[src/rtl/rtc_defs_pkg.sv]
`default_nettype none
// ============================================================================
// Module : rtc_defs_pkg
// Brief  : Shared RTC bus definitions: register addresses, reader FSM state
//          encoding, segment timing default and bus-control helpers.
// Rev    : 1.0  initial release
// ============================================================================
package rtc_defs_pkg;

  localparam int unsigned T_SEG_DEF = 4;

  localparam logic [7:0] RTC_ADDR_SEC  = 8'h21;
  localparam logic [7:0] RTC_ADDR_MIN  = 8'h22;
  localparam logic [7:0] RTC_ADDR_HOUR = 8'h23;

  localparam logic [3:0] S_IDLE  = 4'd0;
  localparam logic [3:0] S_A_SU  = 4'd1;
  localparam logic [3:0] S_A_STB = 4'd2;
  localparam logic [3:0] S_A_HLD = 4'd3;
  localparam logic [3:0] S_R_SU  = 4'd4;
  localparam logic [3:0] S_R_STB = 4'd5;
  localparam logic [3:0] S_R_HLD = 4'd6;
  localparam logic [3:0] S_GAP   = 4'd7;
  localparam logic [3:0] S_DONE  = 4'd8;

  typedef struct packed {
    logic cs_n;
    logic ad_n;
    logic rd_n;
    logic oe;
  } bus_ctl_t;

  localparam bus_ctl_t BUS_RELEASED = '{cs_n: 1'b1, ad_n: 1'b1, rd_n: 1'b1, oe: 1'b0};

  // Sweep order is seconds, minutes, hours.
  function automatic logic [7:0] reg_addr(input logic [1:0] idx,
                                          input logic [7:0] a_sec,
                                          input logic [7:0] a_min,
                                          input logic [7:0] a_hour);
    case (idx)
      2'd0:    reg_addr = a_sec;
      2'd1:    reg_addr = a_min;
      default: reg_addr = a_hour;
    endcase
  endfunction

endpackage
`default_nettype wire

[src/rtl/rtc_time_reader_seg.sv]
`default_nettype none
// ============================================================================
// Module : rtc_bus_seg_timer
// Brief  : Bus segment down-counter; seg_done marks the last cycle of a segment.
// Rev    : 1.0  initial release
// ============================================================================
module rtc_bus_seg_timer
  import rtc_defs_pkg::*;
#(
  parameter int unsigned T_SEG = T_SEG_DEF
) (
  input  logic clk,
  input  logic reset,
  input  logic restart,
  output logic seg_done
);

  localparam logic [3:0] C_LOAD = 4'(T_SEG - 1);

  logic [3:0] r_cnt;

  // Auto-reloads so back-to-back segments need no explicit restart.
  always_ff @(posedge clk or posedge reset) begin
    if (reset) begin
      r_cnt <= C_LOAD;
    end else if (restart || (r_cnt == 4'd0)) begin
      r_cnt <= C_LOAD;
    end else begin
      r_cnt <= r_cnt - 4'd1;
    end
  end

  assign seg_done = (r_cnt == 4'd0);

endmodule
`default_nettype wire

[src/rtl/rtc_time_reader.sv]
`default_nettype none
// ============================================================================
// Module : rtc_time_reader
// Brief  : RTC bus read master; sweeps sec/min/hour and publishes a coherent
//          BCD snapshot with a one-cycle time_valid pulse.
// Rev    : 1.0  initial release
// ============================================================================
module rtc_time_reader
  import rtc_defs_pkg::*;
#(
  parameter int unsigned T_SEG     = T_SEG_DEF,
  parameter logic [7:0]  ADDR_SEC  = RTC_ADDR_SEC,
  parameter logic [7:0]  ADDR_MIN  = RTC_ADDR_MIN,
  parameter logic [7:0]  ADDR_HOUR = RTC_ADDR_HOUR
) (
  input  logic       clk,
  input  logic       reset,
  input  logic       enable,
  input  logic       start,
  input  logic       write_busy,
  input  logic [7:0] rtc_bus_in,
  output logic [7:0] rtc_bus_out,
  output logic       rtc_bus_oe,
  output logic       rtc_cs_n,
  output logic       rtc_ad_n,
  output logic       rtc_rd_n,
  output logic       rtc_wr_n,
  output logic [7:0] sec,
  output logic [7:0] min,
  output logic [7:0] hour,
  output logic       time_valid,
  output logic       busy
);

  logic [3:0] r_state;
  logic [3:0] w_next_state;
  logic [1:0] r_idx;
  logic [1:0] w_next_idx;
  logic       r_pending;
  logic       r_abort;
  logic [7:0] r_shadow [0:2];
  logic       w_seg_done;
  logic       w_restart;
  logic       w_launch;
  logic       w_abort_now;
  logic       w_gap_end;
  bus_ctl_t   w_ctl;
  logic [7:0] w_addr;

  assign w_restart   = (r_state == S_IDLE) || (r_state == S_DONE);
  assign w_launch    = (r_state == S_IDLE) && r_pending && enable && !write_busy;
  assign w_abort_now = r_abort || write_busy;
  assign w_gap_end   = (r_state == S_GAP) && w_seg_done;

  rtc_bus_seg_timer #(
    .T_SEG (T_SEG)
  ) u_seg_timer (
    .clk      (clk),
    .reset    (reset),
    .restart  (w_restart),
    .seg_done (w_seg_done)
  );

  always_ff @(posedge clk or posedge reset) begin
    if (reset) begin
      r_state <= S_IDLE;
      r_idx   <= 2'd0;
    end else begin
      r_state <= w_next_state;
      r_idx   <= w_next_idx;
    end
  end

  always_comb begin
    w_next_state = r_state;
    w_next_idx   = r_idx;
    if (!enable) begin
      w_next_state = S_IDLE;
      w_next_idx   = 2'd0;
    end else begin
      case (r_state)
        S_IDLE: begin
          if (w_launch) begin
            w_next_state = S_A_SU;
            w_next_idx   = 2'd0;
          end
        end
        S_A_SU, S_A_STB, S_A_HLD, S_R_SU, S_R_STB, S_R_HLD: begin
          if (w_seg_done) w_next_state = r_state + 4'd1;
        end
        S_GAP: begin
          // A setter request seen anywhere in this register drops the sweep here.
          if (w_seg_done) begin
            if (w_abort_now) begin
              w_next_state = S_IDLE;
              w_next_idx   = 2'd0;
            end else if (r_idx == 2'd2) begin
              w_next_state = S_DONE;
            end else begin
              w_next_state = S_A_SU;
              w_next_idx   = r_idx + 2'd1;
            end
          end
        end
        default: begin
          w_next_state = S_IDLE;
          w_next_idx   = 2'd0;
        end
      endcase
    end
  end

  // Bus pattern for the state being entered, registered below.
  always_comb begin
    w_ctl  = BUS_RELEASED;
    w_addr = 8'h00;
    case (w_next_state)
      S_A_SU, S_A_HLD: begin
        w_ctl.cs_n = 1'b0;
        w_ctl.oe   = 1'b1;
        w_addr     = reg_addr(w_next_idx, ADDR_SEC, ADDR_MIN, ADDR_HOUR);
      end
      S_A_STB: begin
        w_ctl.cs_n = 1'b0;
        w_ctl.oe   = 1'b1;
        w_ctl.ad_n = 1'b0;
        w_addr     = reg_addr(w_next_idx, ADDR_SEC, ADDR_MIN, ADDR_HOUR);
      end
      S_R_SU, S_R_HLD: begin
        w_ctl.cs_n = 1'b0;
      end
      S_R_STB: begin
        w_ctl.cs_n = 1'b0;
        w_ctl.rd_n = 1'b0;
      end
      default: begin
        w_ctl  = BUS_RELEASED;
        w_addr = 8'h00;
      end
    endcase
  end

  always_ff @(posedge clk or posedge reset) begin
    if (reset) begin
      rtc_bus_out <= 8'h00;
      rtc_bus_oe  <= 1'b0;
      rtc_cs_n    <= 1'b1;
      rtc_ad_n    <= 1'b1;
      rtc_rd_n    <= 1'b1;
      rtc_wr_n    <= 1'b1;
      sec         <= 8'h00;
      min         <= 8'h00;
      hour        <= 8'h00;
      time_valid  <= 1'b0;
      busy        <= 1'b0;
      r_pending   <= 1'b0;
      r_abort     <= 1'b0;
      for (int i = 0; i < 3; i++) r_shadow[i] <= 8'h00;
    end else begin
      rtc_bus_out <= w_addr;
      rtc_bus_oe  <= w_ctl.oe;
      rtc_cs_n    <= w_ctl.cs_n;
      rtc_ad_n    <= w_ctl.ad_n;
      rtc_rd_n    <= w_ctl.rd_n;
      rtc_wr_n    <= 1'b1;
      busy        <= (w_next_state != S_IDLE);
      time_valid  <= (w_next_state == S_DONE);

      if (w_next_state == S_DONE) begin
        sec  <= r_shadow[0];
        min  <= r_shadow[1];
        hour <= r_shadow[2];
      end

      if ((r_state == S_R_STB) && w_seg_done) r_shadow[r_idx] <= rtc_bus_in;

      if (start) begin
        r_pending <= 1'b1;
      end else if (w_gap_end && w_abort_now && enable) begin
        r_pending <= 1'b1;
      end else if (w_launch) begin
        r_pending <= 1'b0;
      end

      if (w_next_state == S_IDLE) begin
        r_abort <= 1'b0;
      end else if (write_busy && (r_state != S_IDLE)) begin
        r_abort <= 1'b1;
      end
    end
  end

endmodule
`default_nettype wire
[config.mk]
export PLATFORM = sky130hd
export DESIGN_NAME = rtc_time_reader
export DESIGN_NICKNAME = d
export VERILOG_FILES = /design/src/rtl/rtc_defs_pkg.sv /design/src/rtl/rtc_time_reader_seg.sv /design/src/rtl/rtc_time_reader.sv
export SDC_FILE = /design/constraint.sdc
export NUM_CORES = 1
export LEC_CHECK = 0
export BUFFER_PORTS_ARGS = -buffer_cell sky130_fd_sc_hd__buf_4
export CAP_MARGIN = 5
export CELL_PAD_IN_SITES_DETAIL_PLACEMENT = 1
export CELL_PAD_IN_SITES_GLOBAL_PLACEMENT = 1
export CORE_AREA = 5 5 83 105
export CTS_BUF_LIST = sky130_fd_sc_hd__clkbuf_4 sky130_fd_sc_hd__clkbuf_8 sky130_fd_sc_hd__clkbuf_16
export DETAILED_ROUTE_END_ITERATION = 12
export DIE_AREA = 0 0 88 110
export GPL_ROUTABILITY_DRIVEN = 1
export PLACE_DENSITY = 0.74
export SETUP_SLACK_MARGIN = 0.2
export SLEW_MARGIN = 10
export SYNTH_ARGS = -nofsm -noshare
export SYNTH_HDL_FRONTEND = slang
export SYNTH_SLANG_ARGS = --single-unit
export TNS_END_PERCENT = 20
[constraint.sdc]
create_clock -name clk -period 5.9 [get_ports clk]
set_clock_uncertainty 0.2 [all_clocks]
set_input_delay 0.885 -clock clk [delete_from_list [all_inputs] [get_ports clk]]
set_output_delay 0.885 -clock clk [all_outputs]
set_load 0.02 [all_outputs]
==> flow_summary.ini, run 1 <==
[critical_path]
regToRegSetupSlack_ns = 2.30
cpPeakStageDelay_ns = 0.94
reg2reg_to = sec[7]
cp.required_ns = 5.92
critPathKind = flop to flop
ff2ff_path_depth = 8
endpoint_kind = flop
cp_top_family = simple AND/OR/NAND/NOR gates
path_cells = inv_1 > ha_1 > a211o_1 > a21o_1 > and3_1 > or3_4 > nor3_4 > mux2_2
start_kind = flop
r2r_start = r_state[0]
critPathBufInv = 1
cp.arrival_ns = 3.63
cpMaxStageDelayCell = nor3_4
critPathMaxFanout = 25

[clock_network]
cts_tree = done
cts_htree_levels = 3
cts_setup_buffers = 0
clkTransAtPathRegs_ns = 0.08
post_cts_resized = 0
cts_buffers = 9
insertion_delay_ns = 0.33
cts_root_buf = clkbuf_8
clock_sinks = 68
hold_buffers = 0
cts_buffer_depth = 2

[detailed_routing]
dr_total_vias = 1899
vias_per_cell = 5.09
met2_length_um = 3120
drc = 0
wl_met3_um = 298
drt_iter0_drc = 43
wl_met1_um = 2550
routedWlPerCell_um = 16.3
top_layer = met4
dr.pass1.iters = 4
wl_um = 6060
ant_nets = 0

[sta]
worst_pin_slew_ns = 1.18
relSlewSlack_pct = 20.9
period_share_pct = 61.1
max_clock_freq_ghz = 0.277
drv_slew = 0
fin_ws_ns = 2.30
final.setup.tns_ns = 0
rsz0062_at_grt = no
hold_viol = 0
fin_crit_ns = 3.60
setup_viol = 0

[grt]
track_usage_pct = 13.8
grt_pass1_wl_um = 10200
grt_antenna_before_repair = 0
grt_pass1_vias = 2097
grt_max_degree = 69
overflow = 0

[synth]
synth_area_per_cell_um2 = 13.4
ys.warnings.count = 0
muxShareOfSynthArea_pct = 18.3
synthXorXnorAreaFrac_pct = 0.593
syn_area_mm2 = 0.00295
synth_seq_cells = 68
synth.distinct_cells = 41
synth_seq_area_share_pct = 57.9
synth_adder_area_share_pct = 3.82
synth_async_sr_flop_share_pct = 100
ys.flop_type = dfrtp_1
synth-compound-area-share_pct = 4.87
synthCells = 221
synth_edf_count = 0
synth_top_family_by_area = multiplexers
yosys.area_share.simple_pct = 10.3

[layout]
fin_nets = 295
drive_above_1_share_pct = 43.2
final_core_util_pct = 47.0
fill_cells = 825
fin_area_mm2 = 0.00358
register_area_mm2 = 0.00171
syn2layout_area_growth_pct = 21.3
n_antenna_cell = 0
multi_input_area_mm2 = 0.00114

[pwr]
power-per-cell-area_mw_per_mm2 = 274
cellLeakagePower_nw = 1.73
ir_drop_mv = 0.122

[floorplanning]
coreArea_mm2 = 0.00761
die_w_um = 88
initial_core_util_pct = 38.8
rows = 36
ios = 52
fp.dieH_um = 110
die_area_mm2 = 0.00968

[hold_path]
min_to = u_seg_timer.r_cnt[0]
holdCritPathClass = flop to flop
min_path_cells = 1
hp-start = u_seg_timer.r_cnt[0]

[placed_design]
dp_hpwl_um = 4360
dp_slack_ns = 2.18
routabilityCongestion = 0.843
place_area_mm2 = 0.00336
io_buffers = 45

[job]
cap_violations = 0

[run_status]
status = completed
cell usage in the layout (no fill, tap or decap), types with 2 or more instances in the layout:
cell type and instances:
nor2_1 12, o21ai_0 2, conb_1 6, mux2_2 45
nand3b_1 3, dfrtp_1 63, clkbuf_8 10, nor3_1 2
o31ai_1 2, bufinv_16 2, buf_4 46, mux2_1 3
clkinv_2 2, ha_1 9, nand3_1 7, clkinv_4 2
nor3b_1 3, or3b_2 2, a31oi_1 2, xnor2_1 2
dfstp_2 5, nand2_1 9, a21oi_1 8, inv_1 10
power breakdown:
group          switching (mW)  leakage (nW)  total, mW  internal (mW)
combinational          0.0394         0.740     0.0667         0.0273
clock                   0.176         0.116      0.425          0.249
sequential            0.00716         0.871      0.487          0.480
total                   0.223          1.73      0.980          0.757
area by class of cell:
class | count | share of cell area, %
clock buffers | 10 | 3.84
clock inverters | 6 | 2.45
inverters | 11 | 1.15
multi-input cells | 137 | 31.9
well taps | 95 | 3.32
repair buffers | 46 | 9.64
flip-flops and latches | 68 | 47.7
how the worst max path moves through the flow:
| stage | to | slack [ns] | depth (start not counted) | from |
|---|---|---|---|---|
| 6_report | sec[7] | 2.30 | 8 | r_state[0] |
| 5_1_grt | hour[1] | 1.96 | 7 | r_state[0] |
| 4_1_cts | sec[7] | 2.27 | 8 | r_state[0] |
| 3_5_place_dp | sec[7] | 2.18 | 7 | write_busy |
| 3_3_place_gp | sec[7] | 2.29 | 7 | write_busy |
| 2_1_floorplan | hour[6] | 3.06 | 9 | r_state[0] |
registers in the layout (all words and copies together), names as in the netlist:
register           count
r_abort                1
min                    8
u_seg_timer.r_cnt      4
rtc_ad_n               1
r_idx                  2
sec                    8
r_pending              1
rtc_cs_n               1
rtc_bus_out            3
busy                   1
rtc_rd_n               1
time_valid             1
hour                   8
r_state                4
r_shadow              24
synth_stat cells (3+ instances only):
master | n | area [um^2]
dfrtp_1 | 63 | 1580
mux2_2 | 45 | 507
nor2_1 | 12 | 45.0
inv_1 | 11 | 41.3
ha_1 | 9 | 113
nand2_1 | 9 | 33.8
a21oi_1 | 8 | 40.0
buf_4 | 7 | 52.6
nand3_1 | 7 | 35.0
dfstp_2 | 5 | 131
mux2_1 | 3 | 33.8
nand3b_1 | 3 | 22.5
nor3b_1 | 3 | 22.5
per-stage QoR:
step	instances	hold slack [ns]	total power [mW]
6_report	373	0.256	0.980
5_1_grt	373	0.267	1.02
4_1_cts	373	0.262	0.994
3_5_place_dp	357	0.245	0.565
3_3_place_gp	357	0.237	0.562
2_1_floorplan	225	0.228	0.542
layer usage:
metal / vias up / GRT usage [%]
met5: - / 0
met3: 11 / 3.49
li1: 871 / -
met2: 48 / 23.2
met1: 969 / 17.0
met4: 0 / 5.04
worst reg2reg max path: cells and delay by family, from the launching register on:
family          cells  cell delay, ns
fa+ha+maj           1            0.23
buf+inv             1            0.12
mux                 1            0.45
compound gates      2            0.51
flops               1            0.46
simple gates        3            1.54
cell families (layout without fill, tap and decap cells):
group | count (synthesis) | count (layout)
flip-flops | 68 | 68
AND/OR/NAND/NOR | 50 | 50
multiplexers | 48 | 48
AO/OA/AOI/OAI | 22 | 22
buffers and inverters | 20 | 73
adder cells (fa/ha/maj) | 9 | 9
other | 2 | 6
XOR/XNOR | 2 | 2
No activity file was read; power rests on OpenSTA's default activity.
==> inputs of run 2 (changes only) <==
Settings changed: PLACE_DENSITY 0.74 to 0.77.
Clock period 5.9 ns to 3.18 ns, I/O delays scaled along.
==> run 2 against run 1 <==
- register-to-register slack lost 2.1 ns
- via count up 5.0%
- maximum frequency grew 20%
- combinational power increased by 100%
- clock power rose by 100%
- core utilization increased by 3.3 points
- first-iteration DRC count rose by 23%
- critical path type unchanged
- final cell count is 3.8% higher
- worst setup slack lost 2.1 ns
==> flow_summary.ini, run 2 (synthesized netlist as in run 1, its figures left out) <==
[run_status]
status = completed

[critical_path]
critPathKind = flop to flop
ff2ff_path_depth = 10
start_kind = flop
crit_start = r_state[1]
r2r_start = r_state[1]
cpMaxStageDelayCell = dfrtp_1
cpPeakStageDelay_ns = 0.45
critPathMaxFanout = 6
cp.arrival_ns = 3.04
path_cells = buf_6 > ha_2 > a211o_1 > a21o_1 > and3_4 > or3_4 > nor3_4 > buf_12 > clkbuf_16 > mux2_1
endpoint_kind = flop
cp.required_ns = 3.20

[layout]
final_core_util_pct = 50.3
largest_reg_flops = 24
drive_above_1_share_pct = 49.3
largest_register = r_shadow
final_cell_mix = 62 x dfrtp_1, 54 x buf_4, 42 x mux2_2
layout_commonest_cell = dfrtp_1
syn2layout_area_growth_pct = 29.7
fin_nets = 309
n_antenna_cell = 0

[sta]
setup_viol = 0
drv_slew = 0
max_clock_freq_ghz = 0.332
fin_crit_ns = 3.01
worst_pin_slew_ns = 0.678
period_share_pct = 94.7
fin_ws_ns = 0.169
holdWs_ns = 0.0433
final.setup.tns_ns = 0
relSlewSlack_pct = 54.8
rsz0062_at_grt = yes
hold_viol = 0

[floorplanning]
coreArea_mm2 = 0.00761
initial_core_util_pct = 38.8
ios = 52
rows = 36
die_w_um = 88
fp.dieH_um = 110
die_area_mm2 = 0.00968

[clock_network]
clkTransAtPathRegs_ns = 0.08
cts_buffers = 9
clock_sinks = 68
cts_htree_levels = 3
cts_buffer_depth = 2
hold_buffers = 0
cts_tree = done
insertion_delay_ns = 0.34
cts_root_buf = clkbuf_8

[detailed_routing]
dr_total_vias = 1994
drt_iter0_drc = 53
drc = 0
wl_um = 7380
vias_per_cell = 5.15
dr.pass1.iters = 4
ant_nets = 0
routedWlPerCell_um = 19.1

[grt]
grt_max_degree = 32
track_usage_pct = 14.9
overflow = 0
grt_pass1_wl_um = 10900
grt_antenna_before_repair = 0
grt_pass1_vias = 2094

[placed_design]
routabilityCongestion = 0.901
dp_slack_ns = 0.246
dp_hpwl_um = 4750
io_buffers = 45

[pwr]
power-per-cell-area_mw_per_mm2 = 497
ir_drop_mv = 0.249
cellLeakagePower_nw = 1.83

[hold_path]
holdCritPathClass = input pin to asynchronous set/reset pin

[job]
cap_violations = 0
run 2: per-layer routing:
metal  vias to the layer above  GRT usage, %  routed length (um)
met2                        61          25.6                4060
met3                         7          4.24                 382
met1                      1028          18.1                2870
li1                        898             -                   -
met5                         -             0                   0
met4                         0          3.95                  72
run 2: power by group:
part           internal, mW  total (mW)  switching (mW)
Clock                 0.531       0.864           0.333
Sequential            0.891       0.906          0.0146
Combinational        0.0540       0.134          0.0796
run 2: final timing paths:
check                                       endpoint  slack [ns]
min in group clk                           r_pending        0.14
max in group asynchronous                     sec[1]        2.00
worst max register to register                min[3]        0.17
worst min register to register  u_seg_timer.r_cnt[0]        0.26
worst min-delay path                          sec[4]        0.04
worst max-delay path                          min[3]        0.17
run 2: worst max-delay path: cells and delay by family (launching register included):
family	cells	cell delay [ns]
AND/OR/NAND/NOR	3	0.81
AO/OA/AOI/OAI	2	0.49
flip-flops	1	0.45
buffers and inverters	3	0.45
multiplexers	1	0.33
adder cells (fa/ha/maj)	1	0.16
run 2: timing repair:
item / in CTS / in global routing
gates cloned: 0 / 3
gates resized for setup: 1 / 15
setup buffers: 0 / 5
pin swaps: 0 / 3
setup endpoints to repair: 1 / 25
run 2: area by class of cell:
type	instances	area, um^2
fillers	803	3780
flip-flops and latches	68	1710
multi-input cells	137	1200
repair buffers	60	518
clock buffers	10	131
well taps	95	119
clock inverters	6	113
inverters	11	41.3
run 2: through the flow:
stage | cell area, um^2 | cells | total power, mW
after floorplan | 2970 | 225 | 1.01
after detailed placement | 3410 | 363 | 1.05
after global placement | 3410 | 363 | 1.04
after global routing | 3830 | 387 | 2.00
after CTS | 3660 | 379 | 1.93
final | 3830 | 387 | 1.90
==> inputs of run 3 (changes only) <==
Settings changed: MAX_ROUTING_LAYER set to met4.
==> run 3 against run 2 <==
- combinational power barely moved
- final cell count fell by 0.52%
- maximum frequency rose by 1.4%
- core utilization fell by 1.3 points
- sequential share of layout area rose by 1.2 points
- register-to-register slack improved by 0.04 ns
- sequential power barely moved
- non-clock buffer count fell by 1
- die area did not move
- global-route usage fell by 0.37 points
- critical path depth rose by 2
- largest cell class unchanged
==> flow_summary.ini, run 3 (synthesized netlist as in run 1, its figures left out) <==
[layout]
fin_nets = 308
fill_cells = 813
multi_input_area_mm2 = 0.00116
register_area_mm2 = 0.00171
layout_commonest_cell = dfrtp_1
n_antenna_cell = 0
fin_area_mm2 = 0.00373
drive_above_1_share_pct = 47.6
final_core_util_pct = 49.0
final_cell_mix = 61 x dfrtp_1, 53 x buf_4, 45 x mux2_2
largest_reg_flops = 24
largest_register = r_shadow
syn2layout_area_growth_pct = 26.4

[floorplanning]
ios = 52
fp.dieH_um = 110
rows = 36
die_area_mm2 = 0.00968
die_w_um = 88
coreArea_mm2 = 0.00761
initial_core_util_pct = 38.8

[placed_design]
routabilityCongestion = 0.882
dp_hpwl_um = 4550
io_buffers = 45
place_area_mm2 = 0.00342

[sta]
hold_viol = 0
relSlewSlack_pct = 64.2
rsz0062_at_grt = yes
worst_pin_slew_ns = 0.537
drv_slew = 0
max_clock_freq_ghz = 0.337
final.setup.tns_ns = 0
fin_crit_ns = 2.97
period_share_pct = 93.4
holdWs_ns = 0.150
setup_viol = 0

[detailed_routing]
wl_um = 6750
ant_nets = 0
vias_per_cell = 5.01
drc = 0
drt_iter0_drc = 49
dr_total_vias = 1930
dr.pass1.iters = 4
routedWlPerCell_um = 17.5

[pwr]
ir_drop_mv = 0.244
share_comb_of_total_power_pct = 7.9
cellLeakagePower_nw = 1.79
power-per-cell-area_mw_per_mm2 = 451
power_frac_clock_pct = 38.2
p_int_mw = 1.27
p_sw_mw = 0.414
p_seq_share_pct = 53.9
switching_share_pct = 24.6

[critical_path]
reg2reg_to = hour[5]
ff2ff_path_depth = 12
r2r_start = r_state[1]
cp.arrival_ns = 3.00
endpoint_kind = flop
regToRegSetupSlack_ns = 0.21
start_kind = flop
critPathKind = flop to flop
crit_start = r_state[1]
cp.required_ns = 3.21
endpoint = hour[5]
critPathMaxFanout = 12

[clock_network]
cts_tree = done
insertion_delay_ns = 0.35
cts_buffer_depth = 2
cts_root_buf = clkbuf_8
clkTransAtPathRegs_ns = 0.07
cts_buffers = 9
clock_sinks = 68
cts_htree_levels = 3

[hold_path]
holdCritPathClass = input pin to flop

[grt]
grt_max_degree = 46
grt_pass1_wl_um = 10200
grt_antenna_before_repair = 0
overflow = 0
track_usage_pct = 14.5
grt_pass1_vias = 2071

[run_status]
status = completed

[job]
cap_violations = 0
-- run 3: changes by cell type in the layout (fill, tap and decap cells not counted), moves of 3 or more --
cell       change
bufinv_16      -3
ha_1           +3
ha_2           -3
mux2_2         +3
mux2_4         -3
-- run 3: power by group through the flow --
| stage | clock network [mW] | registers (mW) | logic, mW |
|---|---|---|---|
| after floorplan | 0 | 0.923 | 0.0828 |
| after global placement | 0 | 0.919 | 0.125 |
| after detailed placement | 0 | 0.921 | 0.128 |
| after CTS | 0.653 | 0.905 | 0.130 |
| after global routing | 0.708 | 0.908 | 0.148 |
| final | 0.642 | 0.905 | 0.133 |
-- run 3: worst min-delay path by stage --
stage                    startpoint              endpoint  slack, ns  cells past startpoint
2_1_floorplan  u_seg_timer.r_cnt[0]  u_seg_timer.r_cnt[0]       0.23                      1
3_3_place_gp   u_seg_timer.r_cnt[0]  u_seg_timer.r_cnt[0]       0.24                      1
3_5_place_dp   u_seg_timer.r_cnt[0]  u_seg_timer.r_cnt[0]       0.24                      1
4_1_cts                       start             r_pending       0.14                      3
5_1_grt                       start             r_pending       0.14                      3
6_report                      start             r_pending       0.15                      3
-- run 3: worst max-delay path, stage by stage (launching register included) --
cell       delay (ns)
dfrtp_2          0.43
buf_4            0.14
ha_1             0.18
a211o_1          0.31
a21o_1           0.17
buf_4            0.13
a31oi_1          0.20
nor3b_2          0.07
buf_4            0.17
nor3_4           0.20
buf_12           0.14
clkbuf_16        0.16
mux2_2           0.34
-- run 3: layout make-up --
cell class / instances / area share [%]
well taps: 95 / 3.19
inverters: 11 / 1.11
repair buffers: 59 / 13.9
multi-input cells: 137 / 31.2
flip-flops and latches: 68 / 45.9
clock buffers: 11 / 4.06
clock inverters: 4 / 0.671
-- run 3: repair_timing --
action / 4_1_cts / 5_1_grt
resized for setup: 1 / 7
hold buffers: 1 / 0
buffers inserted: 0 / 5
setup endpoints to repair: 4 / 25
endpoints found under the hold margin: 23 / 0
pin swaps: 0 / 4
cloned: 0 / 2
-- run 3: layer usage --
metal  routed length, um  part of all wire [%]  GRT usage, %  vias up
met3                 271                   4.0          4.01       10
met2                3690                    55          23.7       37
met4                  81                   1.2          5.37        0
met5                   0                     0             -        -
met1                2710                    40          17.0      985
li1                    -                     -             -      898
-- run 3: metrics by stage --
step	worst slack (ns)	cells	power, mW
2_1_floorplan	0.344	225	1.01
3_3_place_gp	0.271	362	1.04
3_5_place_dp	0.196	362	1.05
4_1_cts	0.193	378	1.69
5_1_grt	0.128	385	1.76
6_report	0.209	385	1.68
